===== src/rtl/cu_output_arbiter.sv =====
// rtl/cu_output_arbiter.sv - round-robin sharing of the output pins between two compute units
module cu_output_arbiter #(
  parameter int HOLD_CYCLES = 1,
  parameter int DEPTH       = 2
) (
  input  logic       clk,
  input  logic       rst_n,
  input  logic       ena,
  input  logic       cu0_valid,
  output logic       cu0_ready,
  input  logic [7:0] cu0_data,
  input  logic [3:0] cu0_reg_id,
  input  logic       cu1_valid,
  output logic       cu1_ready,
  input  logic [7:0] cu1_data,
  input  logic [3:0] cu1_reg_id,
  output logic [7:0] uo_out,
  output logic [7:0] uio_out,
  output logic [7:0] uio_oe
);

  localparam int AW = $clog2(DEPTH);
  localparam int CW = AW + 1;
  localparam logic [7:0] HOLD_M1 = 8'(HOLD_CYCLES - 1);

  typedef enum logic {ST_IDLE, ST_HOLD} state_t;

  state_t        state_q, state_d;
  logic [7:0]    hold_q, hold_d;
  logic          rr_q, rr_d;
  logic [7:0]    data_q, data_d;
  logic [3:0]    reg_id_q, reg_id_d;
  logic          src_q, src_d;
  logic          strobe_q, strobe_d;
  logic          pending_q, pending_d;
  logic [7:0]    oe_q, oe_d;

  // Each FIFO entry is {reg_id, data}
  logic [11:0]   mem0_q [DEPTH];
  logic [11:0]   mem0_d [DEPTH];
  logic [11:0]   mem1_q [DEPTH];
  logic [11:0]   mem1_d [DEPTH];
  logic [AW-1:0] wp0_q, wp0_d, rp0_q, rp0_d;
  logic [AW-1:0] wp1_q, wp1_d, rp1_q, rp1_d;
  logic [CW-1:0] fill0_q, fill0_d, fill1_q, fill1_d;

  logic          empty0, empty1, full0, full1;
  logic          push0, push1, pop0, pop1;
  logic          grant;
  logic [11:0]   head;

  // Ready depends only on reset, enable and the registered fill levels
  always_comb begin
    empty0    = (fill0_q == '0);
    empty1    = (fill1_q == '0);
    full0     = (fill0_q == CW'(DEPTH));
    full1     = (fill1_q == CW'(DEPTH));
    cu0_ready = rst_n && ena && !full0;
    cu1_ready = rst_n && ena && !full1;
    push0     = cu0_valid && cu0_ready;
    push1     = cu1_valid && cu1_ready;
  end

  // FIFO writes, load arbitration and hold countdown
  always_comb begin
    state_d  = state_q;
    hold_d   = hold_q;
    rr_d     = rr_q;
    data_d   = data_q;
    reg_id_d = reg_id_q;
    src_d    = src_q;
    strobe_d = 1'b0;
    oe_d     = 8'hFF;
    mem0_d   = mem0_q;
    mem1_d   = mem1_q;
    wp0_d    = wp0_q;
    wp1_d    = wp1_q;
    rp0_d    = rp0_q;
    rp1_d    = rp1_q;
    pop0     = 1'b0;
    pop1     = 1'b0;
    grant    = 1'b0;
    head     = '0;

    if (push0) begin
      mem0_d[wp0_q] = {cu0_reg_id, cu0_data};
      wp0_d         = wp0_q + AW'(1);
    end
    if (push1) begin
      mem1_d[wp1_q] = {cu1_reg_id, cu1_data};
      wp1_d         = wp1_q + AW'(1);
    end

    if (ena) begin
      if (state_q == ST_IDLE || hold_q == 8'd0) begin
        if (!empty0 || !empty1) begin
          // A lone requester wins outright; two requesters go to rr
          grant    = empty0 ? 1'b1 : (empty1 ? 1'b0 : rr_q);
          pop0     = !grant;
          pop1     = grant;
          head     = grant ? mem1_q[rp1_q] : mem0_q[rp0_q];
          data_d   = head[7:0];
          reg_id_d = head[11:8];
          src_d    = grant;
          rr_d     = !grant;
          hold_d   = HOLD_M1;
          state_d  = ST_HOLD;
          strobe_d = 1'b1;
        end else begin
          state_d = ST_IDLE;
        end
      end else begin
        hold_d = hold_q - 8'd1;
      end
    end

    if (pop0) rp0_d = rp0_q + AW'(1);
    if (pop1) rp1_d = rp1_q + AW'(1);
    fill0_d   = fill0_q + CW'(push0) - CW'(pop0);
    fill1_d   = fill1_q + CW'(push1) - CW'(pop1);
    pending_d = (fill0_d != '0) || (fill1_d != '0);
  end

  // Control and output registers; reset discards queued and held words
  always_ff @(posedge clk) begin
    if (!rst_n) begin
      state_q   <= ST_IDLE;
      hold_q    <= '0;
      rr_q      <= 1'b0;
      data_q    <= '0;
      reg_id_q  <= '0;
      src_q     <= 1'b0;
      strobe_q  <= 1'b0;
      pending_q <= 1'b0;
      oe_q      <= '0;
      wp0_q     <= '0;
      wp1_q     <= '0;
      rp0_q     <= '0;
      rp1_q     <= '0;
      fill0_q   <= '0;
      fill1_q   <= '0;
    end else begin
      state_q   <= state_d;
      hold_q    <= hold_d;
      rr_q      <= rr_d;
      data_q    <= data_d;
      reg_id_q  <= reg_id_d;
      src_q     <= src_d;
      strobe_q  <= strobe_d;
      pending_q <= pending_d;
      oe_q      <= oe_d;
      wp0_q     <= wp0_d;
      wp1_q     <= wp1_d;
      rp0_q     <= rp0_d;
      rp1_q     <= rp1_d;
      fill0_q   <= fill0_d;
      fill1_q   <= fill1_d;
    end
  end

  // FIFO storage needs no reset; the fill counters define validity
  always_ff @(posedge clk) begin
    mem0_q <= mem0_d;
    mem1_q <= mem1_d;
  end

  assign uo_out  = data_q;
  assign uio_out = {pending_q, (state_q == ST_HOLD), strobe_q, src_q, reg_id_q};
  assign uio_oe  = oe_q;

endmodule

===== config.mk =====
export PLATFORM = sky130hd
export DESIGN_NAME = cu_output_arbiter
export DESIGN_NICKNAME = d
export VERILOG_FILES = /design/src/rtl/cu_output_arbiter.sv
export SDC_FILE = /design/constraint.sdc
export NUM_CORES = 1
export LEC_CHECK = 0
export CORE_MARGIN = 10
export CORE_UTILIZATION = 50
export DETAILED_ROUTE_END_ITERATION = 10
export PLACE_DENSITY = 0.8
export SKIP_CTS_REPAIR_TIMING = 1
export SYNTH_ARGS = -nofsm -noshare
export SYNTH_HDL_FRONTEND = slang
export SYNTH_SLANG_ARGS = --single-unit

===== constraint.sdc =====
create_clock -name clk -period 5.5 [get_ports clk]
set_input_delay 1.65 -clock clk [delete_from_list [all_inputs] [get_ports clk]]
set_output_delay 1.65 -clock clk [all_outputs]
set_load 0.05 [all_outputs]

==> impl_metrics.csv, run 1 <==
group,metric,value,unit
status,status,"finished, final reports clean",
sta,max_slew_margin,0.2932,
floorplanning,die_h,102.8,µm
layout,diodes,0,
routing,drt_iter0_drc,105,
pwr,intPower,1.339,mW
logic_synthesis,syn_inst,278,
grt,grt_start_max_net_pins,23,
pwr,power_frac_comb,0.378,
logic_synthesis,yosys.area.top_type,"edfxtp_1",
grt,grt_util_met1,0.1506,
logic_synthesis,syn-num-nets,312,
pwr,pwr-share-seq,0.394,
routing,vias,2258,
logic_synthesis,yosys-top-cells-area,"edfxtp_1 (42%), dfxtp_1 (20%), mux2i_1 (7.9%)",
floorplanning,initial_core_util,0.5101,
sta,period_minus_slack,4.414,ns
grt,grt_pass1_vias,2238,
setup_path,crit_arrival,2.76,ns
floorplanning,rows,30,
layout,multi_input_area,1106,µm²
floorplanning,die_area,10570,µm²
layout,regArea,2122,µm²
sta,setup_violations,0,
floorplanning,core_area,6719,µm²
setup_path,crit_chain,"clkdlybuf4s50_1 > nand2_1 > a21oi_1 > buf_4",
grt,grtUsageMet2,0.2164,
setup_path,crit_slowest_cell,"clkdlybuf4s50_1",
clocking,htreeDepth,3,
clocking,numClockSinks,82,
pwr,p_sw_frac,0.3834,
setup_path,max_stage_delay,0.66,ns
setup_path,crit_type,"input pin to primary output",
setup_path,path_buf_inv,2,
logic_synthesis,synth_top_area_share,0.4206,
logic_synthesis,ys_ff_latch,82,
placement,gp_congestion,0.8087,
grt,grt_pass1_wl,10.61,mm
layout,layout_common_cells,"clkdlybuf4s50_1 (52), edfxtp_1 (48), dfxtp_1 (34)",
clocking,clk_latency,0.36,ns
clocking,cts_tree,"built",
grt,antenna_found_initial,0,
layout,synthToLayoutAreaGrowth,21.94,%
placement,place_area,3950,µm²
layout,fillers,509,
floorplanning,ioPinCount,55,
logic_synthesis,synth_ff_type,"edfxtp_1",
layout,final_layout_size_suffix_gt1_frac,0.07669,
run,max-cap-violations,0,
layout,fin_area,4179,µm²
grt,grt_usage,0.1301,
grt,globalRouteOverflowTotal,0,
pwr,power,2.171,mW
setup_path,path_delay_family,"buffers and inverters",
pwr,p_clk_frac,0.228,
routing,drt_wl_total,6.693,mm
pwr,p_per_area,519.6,nW/µm²
layout,final-instance-count-excl-fill,406,
sta,final-hold-violation-count,0,
clocking,path_clk_slew,0.08,ns
routing,firstDrtPassIters,4,
routing,viasPerCell,5.562,
logic_synthesis,syn_area,3427,µm²
logic_synthesis,yosysWarningCount,0,
routing,wl_per_cell,16.49,µm
sta,final.period_utilization,0.8026,
sta,slew_violations,0,
grt,use_met3,0.04960,
placement,portBuffers,54,
pwr,vdd_drop_max,487.2,µV
pwr,p_switching,0.8324,mW
clocking,cts_buffer_depth,2,
pwr,leakagePower,1.478,nW
sta,clock.fmax,226.5,MHz
sta,finClkSkew,0.008922,ns
logic_synthesis,synth_cell_type_count,43,
routing,drcViolationCount,0,
logic_synthesis,ys_seq_area_frac,0.6192,
sta,tightest_slew,1.056,ns
setup_path,worstPathRequired,3.85,ns
logic_synthesis,synth_edf_count,48,
setup_path,endpoint_kind,"primary output",
logic_synthesis,async_flop_share,0,
setup_path,cp-start-kind,"input pin",
layout,final_common_cell,"clkdlybuf4s50_1",
floorplanning,die_w,102.8,µm
min_path,hp-class,"register to register",
sta,rsz0062_at_grt,"false",
placement,placed_cells,390,
setup_path,worstPathMaxFanout,8,
logic_synthesis,syn_area_per_cell,12.33,µm²
layout,post-route-util,0.6220,
clocking,cts-root-buf,"clkbuf_8",
routing,drtAntennaViolNets,0,
clocking,cts_buffers,9,
grt,grt-busiest-layer,"met2",
sta,finalSetupTns,0,ns
layout,finish.net_count,355,
placement,hpwl,4.708,mm
[worst register-to-register path: cells and delay by family (launching register included)]
| family | cells | cell delay, ns |
|---|---|---|
| fa+ha+maj | 3 | 0.59 |
| flops | 1 | 0.34 |
| xor+xnor | 2 | 0.29 |
| simple gates | 2 | 0.87 |
| compound gates | 2 | 0.42 |
| buf+inv | 3 | 0.26 |
[synth_stat cells, types with 2 or more instances]
library cell and instances:
o31ai_1 2, xnor2_1 6, o211ai_1 5, or3_1 3, o21ai_0 5, o41ai_1 2, nor2_1 14, nand3_1 3
nand4_1 2, clkbuf_1 11, a211o_1 2, nand2_1 28, mux2i_1 27, o21a_1 2, a32o_1 12, inv_1 14
buf_4 11, nand2b_1 2, edfxtp_1 48, a21boi_0 2, ha_1 5, dfxtp_1 34, buf_2 3, or4_1 3
and2_1 3, nor3_1 2, a21oi_1 9, o2111ai_1 3
[power groups by stage]
| stage | Clock (mW) | Combinational, mW | Sequential, mW |
|---|---|---|---|
| 6_report | 0.494 | 0.821 | 0.856 |
| 3_3_place_gp | 0 | 0.810 | 0.865 |
| 5_1_grt | 0.532 | 0.893 | 0.869 |
| 2_1_floorplan | 0 | 0.511 | 0.959 |
| 4_1_cts | 0.501 | 0.826 | 0.856 |
| 3_5_place_dp | 0 | 0.820 | 0.868 |
[metrics by stage]
step	hold slack [ns]	worst slack (ns)
floorplan	0.4505	1.091
global placement	0.4616	1.116
detailed placement	0.4583	1.081
CTS	0.4811	1.072
global route	0.5026	1.002
finish	0.4832	1.086
[routing by layer]
layer,vias up,wire length [µm]
met4,0,85
met5,-,0
met1,1070,2935
li1,1106,-
met2,72,3156
met3,10,515
[cell type report]
class                   instances  share of cell area
flip-flops and latches         82              0.5078
inverters                      15             0.01347
well taps                      80             0.02395
repair buffers                 58              0.1353
clock buffers                   9             0.02964
multi-input cells             155              0.2647
clock inverters                 7             0.02515
[kinds of logic after synthesis]
family | Yosys count | synth area share
buffers and inverters | 41 | 0.06024
and+or+nand+nor | 64 | 0.08726
DFF | 82 | 0.6192
xor gates and xnor gates | 6 | 0.01533
adders and majority gates | 5 | 0.01825
AOI/OAI and AO/OA | 53 | 0.1208
muxes | 27 | 0.07886
[sequential cells by signal, summed over array words and instances, names as in the netlist]
signal,flops
uo_out,8
wp1_q,1
pending_q,1
strobe_q,1
rp0_q,1
wp0_q,1
state_q,1
rr_q,1
hold_q,8
src_q,1
reg_id_q,4
rp1_q,1
fill0_q,2
mem1_q,24
mem0_q,24
fill1_q,2
uio_oe,1
[path summary, 6_finish.rpt]
| kind | start | to | cells past startpoint | slack, ns |
|---|---|---|---|---|
| worst min-delay path | rr_q$_SDFFE_PN0P_ | rr_q$_SDFFE_PN0P_ | 2 | 0.48 |
| worst min register to register | rr_q$_SDFFE_PN0P_ | rr_q$_SDFFE_PN0P_ | 2 | 0.48 |
| worst max register to register | hold_q[0]$_SDFFE_PN0P_ | pending_q$_SDFF_PN0_ | 12 | 2.61 |
| worst max-delay path | ena | cu1_ready | 4 | 1.09 |
No activity file was read; power rests on OpenSTA's default activity.
==> run 2: changes to the inputs <==
- CORE_UTILIZATION: 50 -> 48
- PLACE_DENSITY: 0.8 -> 0.81
- clock period: 5.5 -> 3.95 ns (I/O delays scaled with it)
==> run 2 against run 1 <==
  * Count of clock-buffer cells in the layout unchanged
  * Register-to-register slack got worse by 1.5 ns
  * Clock power is 36% higher
  * Highest routed layer unchanged
  * Sequential cell count stayed put
  * Final cell count increased by 5.2%
  * Core utilization down 0.21 points
==> impl_metrics.csv, run 2 (synthesis results as in run 1) <==
group,metric,value,unit
status,status,"finished, final reports clean",
grt,grt_start_max_net_pins,22,
placement,portBuffers,54,
sta,slew_violations,0,
clocking,cts_buffer_depth,2,
floorplanning,ioPinCount,55,
routing,drcViolationCount,0,
floorplanning,die_h,104.5,µm
sta,rsz0062_at_grt,"false",
sta,finalSetupTns,0,ns
placement,gp_congestion,0.8149,
floorplanning,die_area,10920,µm²
clocking,numClockSinks,82,
pwr,leakagePower,1.505,nW
grt,globalRouteOverflowTotal,0,
sta,tightest_slew,0.7717,ns
setup_path,crit_chain,"clkdlybuf4s50_1 > nand2_1 > a21oi_1 > buf_12",
routing,drt_wl_total,6.954,mm
setup_path,path_buf_inv,2,
setup_path,endpoint_kind,"primary output",
floorplanning,core_area,6869,µm²
setup_path,max_stage_delay,0.49,ns
sta,max_slew_margin,0.4827,
setup_path,crit_arrival,2.16,ns
layout,final_layout_size_suffix_gt1_frac,0.09063,
routing,drtAntennaViolNets,0,
setup_path,r2r_slack,1.08,ns
routing,firstDrtPassIters,4,
floorplanning,die_w,104.5,µm
grt,grt_pass1_wl,11.16,mm
sta,clock.fmax,298.7,MHz
routing,viasPerCell,5.379,
clocking,cts_tree,"built",
floorplanning,rows,30,
layout,reg_top3,"mem0_q: 24 flops, mem1_q: 24 flops",
sta,final-hold-violation-count,0,
layout,final_common_cell,"clkdlybuf4s50_1",
routing,drt_iter0_drc,89,
grt,antenna_found_initial,0,
layout,synthToLayoutAreaGrowth,24.24,%
sta,setup_violations,0,
sta,period_minus_slack,3.348,ns
min_path,hp-class,"register to register",
sta,finClkSkew,0.01116,ns
clocking,cts_buffers,9,
routing,vias,2297,
grt,grt_usage,0.1259,
floorplanning,initial_core_util,0.4989,
layout,finish.net_count,360,
min_path,min_path_cells,2,
routing,wl_per_cell,16.29,µm
clocking,clk_latency,0.35,ns
pwr,vdd_drop_max,627.6,µV
run,max-cap-violations,0,
setup_path,path_delay_family,"buffers and inverters",
pwr,p_per_area,710.5,nW/µm²
setup_path,worstPathMaxFanout,2,
clocking,cts-root-buf,"clkbuf_8",
setup_path,worstPathRequired,2.76,ns
sta,setup_ws,0.6023,ns
setup_path,crit_cells,4,
setup_path,crit_slowest_cell,"clkdlybuf4s50_1",
setup_path,cp-start-kind,"input pin",
setup_path,worst-r2r-cell-count,12,
grt,grt_pass1_vias,2314,
clocking,path_clk_slew,0.09,ns
setup_path,crit_type,"input pin to primary output",
layout,layout_common_cells,"clkdlybuf4s50_1 (52), edfxtp_1 (48), dfxtp_1 (34)",
layout,diodes,0,
sta,whs,0.4848,ns
sta,final.period_utilization,0.8475,
placement,hpwl,4.999,mm
placement,pre_cts_slack,0.5951,ns
clocking,htreeDepth,3,
## run 2: worst paths after layout
kind | startpoint | endpoint
hold reg to reg | rr_q$_SDFFE_PN0P_ | rr_q$_SDFFE_PN0P_
hold / removal | rr_q$_SDFFE_PN0P_ | rr_q$_SDFFE_PN0P_
setup / recovery | rst_n | cu1_ready
setup reg to reg | hold_q[0]$_SDFFE_PN0P_ | pending_q$_SDFF_PN0_
## run 2: power by group
group | internal, mW | switching [mW]
combinational | 0.459 | 0.702
sequential | 1.05 | 0.144
clock | 0.361 | 0.310
total | 1.87 | 1.16
## run 2: routing by layer
metal  global-route usage  vias up  wire length [µm]  part of all wire
li1                     -     1114                 -                 -
met1               0.1476     1113              3135              0.45
met5                    0        -                 0                 0
met3              0.04027        7               413             0.059
met4              0.04970        0                74             0.011
met2               0.2081       63              3330              0.48
## run 2: worst register-to-register path: stages, from the launching register on
cell and delay, ns:
dfxtp_1 0.34, inv_1 0.11, ha_1 0.22, or3b_1 0.50, o21a_4 0.31, or3_1 0.36, inv_1 0.08, ha_1 0.22
inv_1 0.06, ha_1 0.15, xnor2_1 0.13, xnor2_1 0.17, a31oi_1 0.11
## run 2: cell type report
| cell class | instances | area, µm² |
|---|---|---|
| Clock buffer | 9 | 123.9 |
| Clock inverter | 7 | 101.3 |
| Multi-Input combinational cell | 155 | 1106 |
| Timing Repair Buffer | 63 | 628.1 |
| Tap cell | 96 | 120.1 |
| Sequential cell | 82 | 2122 |
| Fill cell | 529 | 2611 |
| Inverter | 15 | 56.30 |
## run 2: metrics by stage
step	utilization	power, mW	area (µm²)	instances
after floorplan	-	2.048	3427	278
after global placement	0.5871	2.345	4033	411
after detailed placement	0.5871	2.370	4033	411
after CTS	0.6199	3.044	4258	427
after global routing	0.6199	3.197	4258	427
final	0.6199	3.025	4258	427
==> run 3: changes to the inputs <==
- CORE_UTILIZATION: 48 -> 50
- PLACE_DENSITY: 0.81 -> 0.8
- clock period: 3.95 -> 3.3 ns (I/O delays scaled with it)
==> run 3 against run 2 <==
  * Combinational power rose by 21%
  * Total power is 14% higher
  * Via count increased by 0.78%
  * Non-clock buffer count rose by 4
  * Design area shrank 0.88%
  * Core utilization grew 0.83 points
  * Sequential share of layout area grew 0.44 points
  * Global-route usage increased by 0.66 points
  * Final cell count decreased by 2.8%
  * Register-to-register slack worse by 0.66 ns
==> impl_metrics.csv, run 3 (synthesis results as in run 1) <==
group,metric,value,unit
status,status,"finished, final reports clean",
layout,fillers,503,
clocking,path_clk_slew,0.08,ns
sta,slew_violations,0,
routing,drt_wl_total,6.703,mm
sta,max_slew_margin,0.5001,
setup_path,critPathLaunch,"ena",
run,max-cap-violations,0,
layout,regArea,2122,µm²
setup_path,crit_chain,"clkdlybuf4s50_1 > nand2_1 > a21oi_1 > buf_12",
routing,viasPerCell,5.578,
grt,grt_pass1_wl,10.78,mm
placement,gp_congestion,0.8321,
sta,finalSetupTns,0,ns
grt,grt_usage,0.1326,
layout,post-route-util,0.6281,
grt,grt_pass1_vias,2318,
setup_path,crit_type,"input pin to primary output",
layout,synthToLayoutAreaGrowth,23.15,%
grt,globalRouteOverflowTotal,0,
layout,multi_input_area,1106,µm²
setup_path,worstPathRequired,2.31,ns
setup_path,max_stage_delay,0.60,ns
floorplanning,rows,30,
floorplanning,core_area,6719,µm²
grt,grt_start_max_net_pins,22,
sta,tightest_slew,0.7488,ns
routing,drcViolationCount,0,
sta,clock.fmax,321.0,MHz
setup_path,path_delay_family,"buffers and inverters",
layout,diodes,0,
clocking,cts-root-buf,"clkbuf_8",
grt,antenna_found_initial,0,
floorplanning,ioPinCount,55,
clocking,htreeDepth,3,
setup_path,crit_slowest_cell,"clkdlybuf4s50_1",
clocking,cts_buffer_depth,2,
setup_path,timing.rr.start,"hold_q[0]$_SDFFE_PN0P_",
pwr,leakagePower,1.500,nW
placement,placed_cells,399,
sta,final-hold-violation-count,0,
routing,drtAntennaViolNets,0,
sta,finClkSkew,0.009979,ns
sta,final.period_utilization,0.9439,
placement,hpwl,4.895,mm
setup_path,path_buf_inv,2,
routing,vias,2315,
clocking,cts_buffers,9,
setup_path,crit_arrival,2.12,ns
min_path,hp-class,"register to register",
layout,reg_top3,"mem0_q: 24 flops, mem1_q: 24 flops",
sta,setup_violations,0,
floorplanning,die_w,102.8,µm
setup_path,cp-start-kind,"input pin",
clocking,clk_latency,0.35,ns
clocking,numClockSinks,82,
setup_path,worstPathMaxFanout,5,
floorplanning,initial_core_util,0.5101,
pwr,vdd_drop_max,705.2,µV
sta,period_minus_slack,3.115,ns
min_path,min_from,"rr_q$_SDFFE_PN0P_",
sta,rsz0062_at_grt,"false",
layout,layout_common_cells,"clkdlybuf4s50_1 (52), edfxtp_1 (48), dfxtp_1 (34)",
routing,wl_per_cell,16.15,µm
layout,final_layout_size_suffix_gt1_frac,0.1015,
floorplanning,die_h,102.8,µm
floorplanning,die_area,10570,µm²
routing,firstDrtPassIters,5,
setup_path,endpoint_kind,"primary output",
pwr,p_per_area,820.1,nW/µm²
routing,drt_iter0_drc,106,
layout,final_common_cell,"clkdlybuf4s50_1",
placement,portBuffers,54,
clocking,cts_tree,"built",
layout,final-instance-count-excl-fill,415,
layout,finish.net_count,364,
-- run 3: layout make-up --
| type | instances | area share |
|---|---|---|
| flip-flops and latches | 82 | 0.5028 |
| multi-input cells | 155 | 0.2621 |
| repair buffers | 67 | 0.1559 |
| clock buffers | 9 | 0.02935 |
| well taps | 80 | 0.02372 |
| inverters | 15 | 0.01334 |
| clock inverters | 7 | 0.01275 |
-- run 3: worst paths after layout --
check	depth (start not counted)	slack, ns	endpoint
worst max register to register	12	0.42	pending_q$_SDFF_PN0_
worst max-delay path	4	0.19	cu1_ready
worst min register to register	2	0.49	rr_q$_SDFFE_PN0P_
worst min-delay path	2	0.49	rr_q$_SDFFE_PN0P_
-- run 3: worst register-to-register path, stage by stage, from the launching register on --
cell and delay, ns:
dfxtp_1 0.34, inv_1 0.12, ha_1 0.23, or3b_1 0.50, o21a_4 0.31, or3_1 0.35, inv_1 0.08, ha_1 0.23
inv_1 0.06, ha_1 0.14, xnor2_1 0.13, xnor2_1 0.17, a31oi_1 0.11
-- run 3: metal layers --
layer / GRT usage / wire, µm / up-vias
met5: 0 / 0 / -
met4: 0.05882 / 111 / 0
met3: 0.04155 / 561 / 14
met2: 0.2233 / 3219 / 85
met1: 0.1515 / 2810 / 1092
li1: - / - / 1124
-- run 3: through the flow --
stage               power (mW)  setup WS [ns]  instance area (µm²)  hold slack [ns]
floorplan                2.451         0.2111                 3427           0.4505
global placement         2.818         0.2066                 4043           0.4651
detailed placement       2.838         0.1521                 4043           0.4568
CTS                      3.480         0.1649                 4220           0.4865
global route             3.676         0.1054                 4220           0.5016
finish                   3.461         0.1851                 4220           0.4870
-- run 3: report_power, final --
| group | total [mW] | internal, mW | switching, mW |
|---|---|---|---|
| combinational | 1.40 | 0.555 | 0.840 |
| sequential | 1.42 | 1.26 | 0.167 |
| clock | 0.643 | 0.276 | 0.367 |
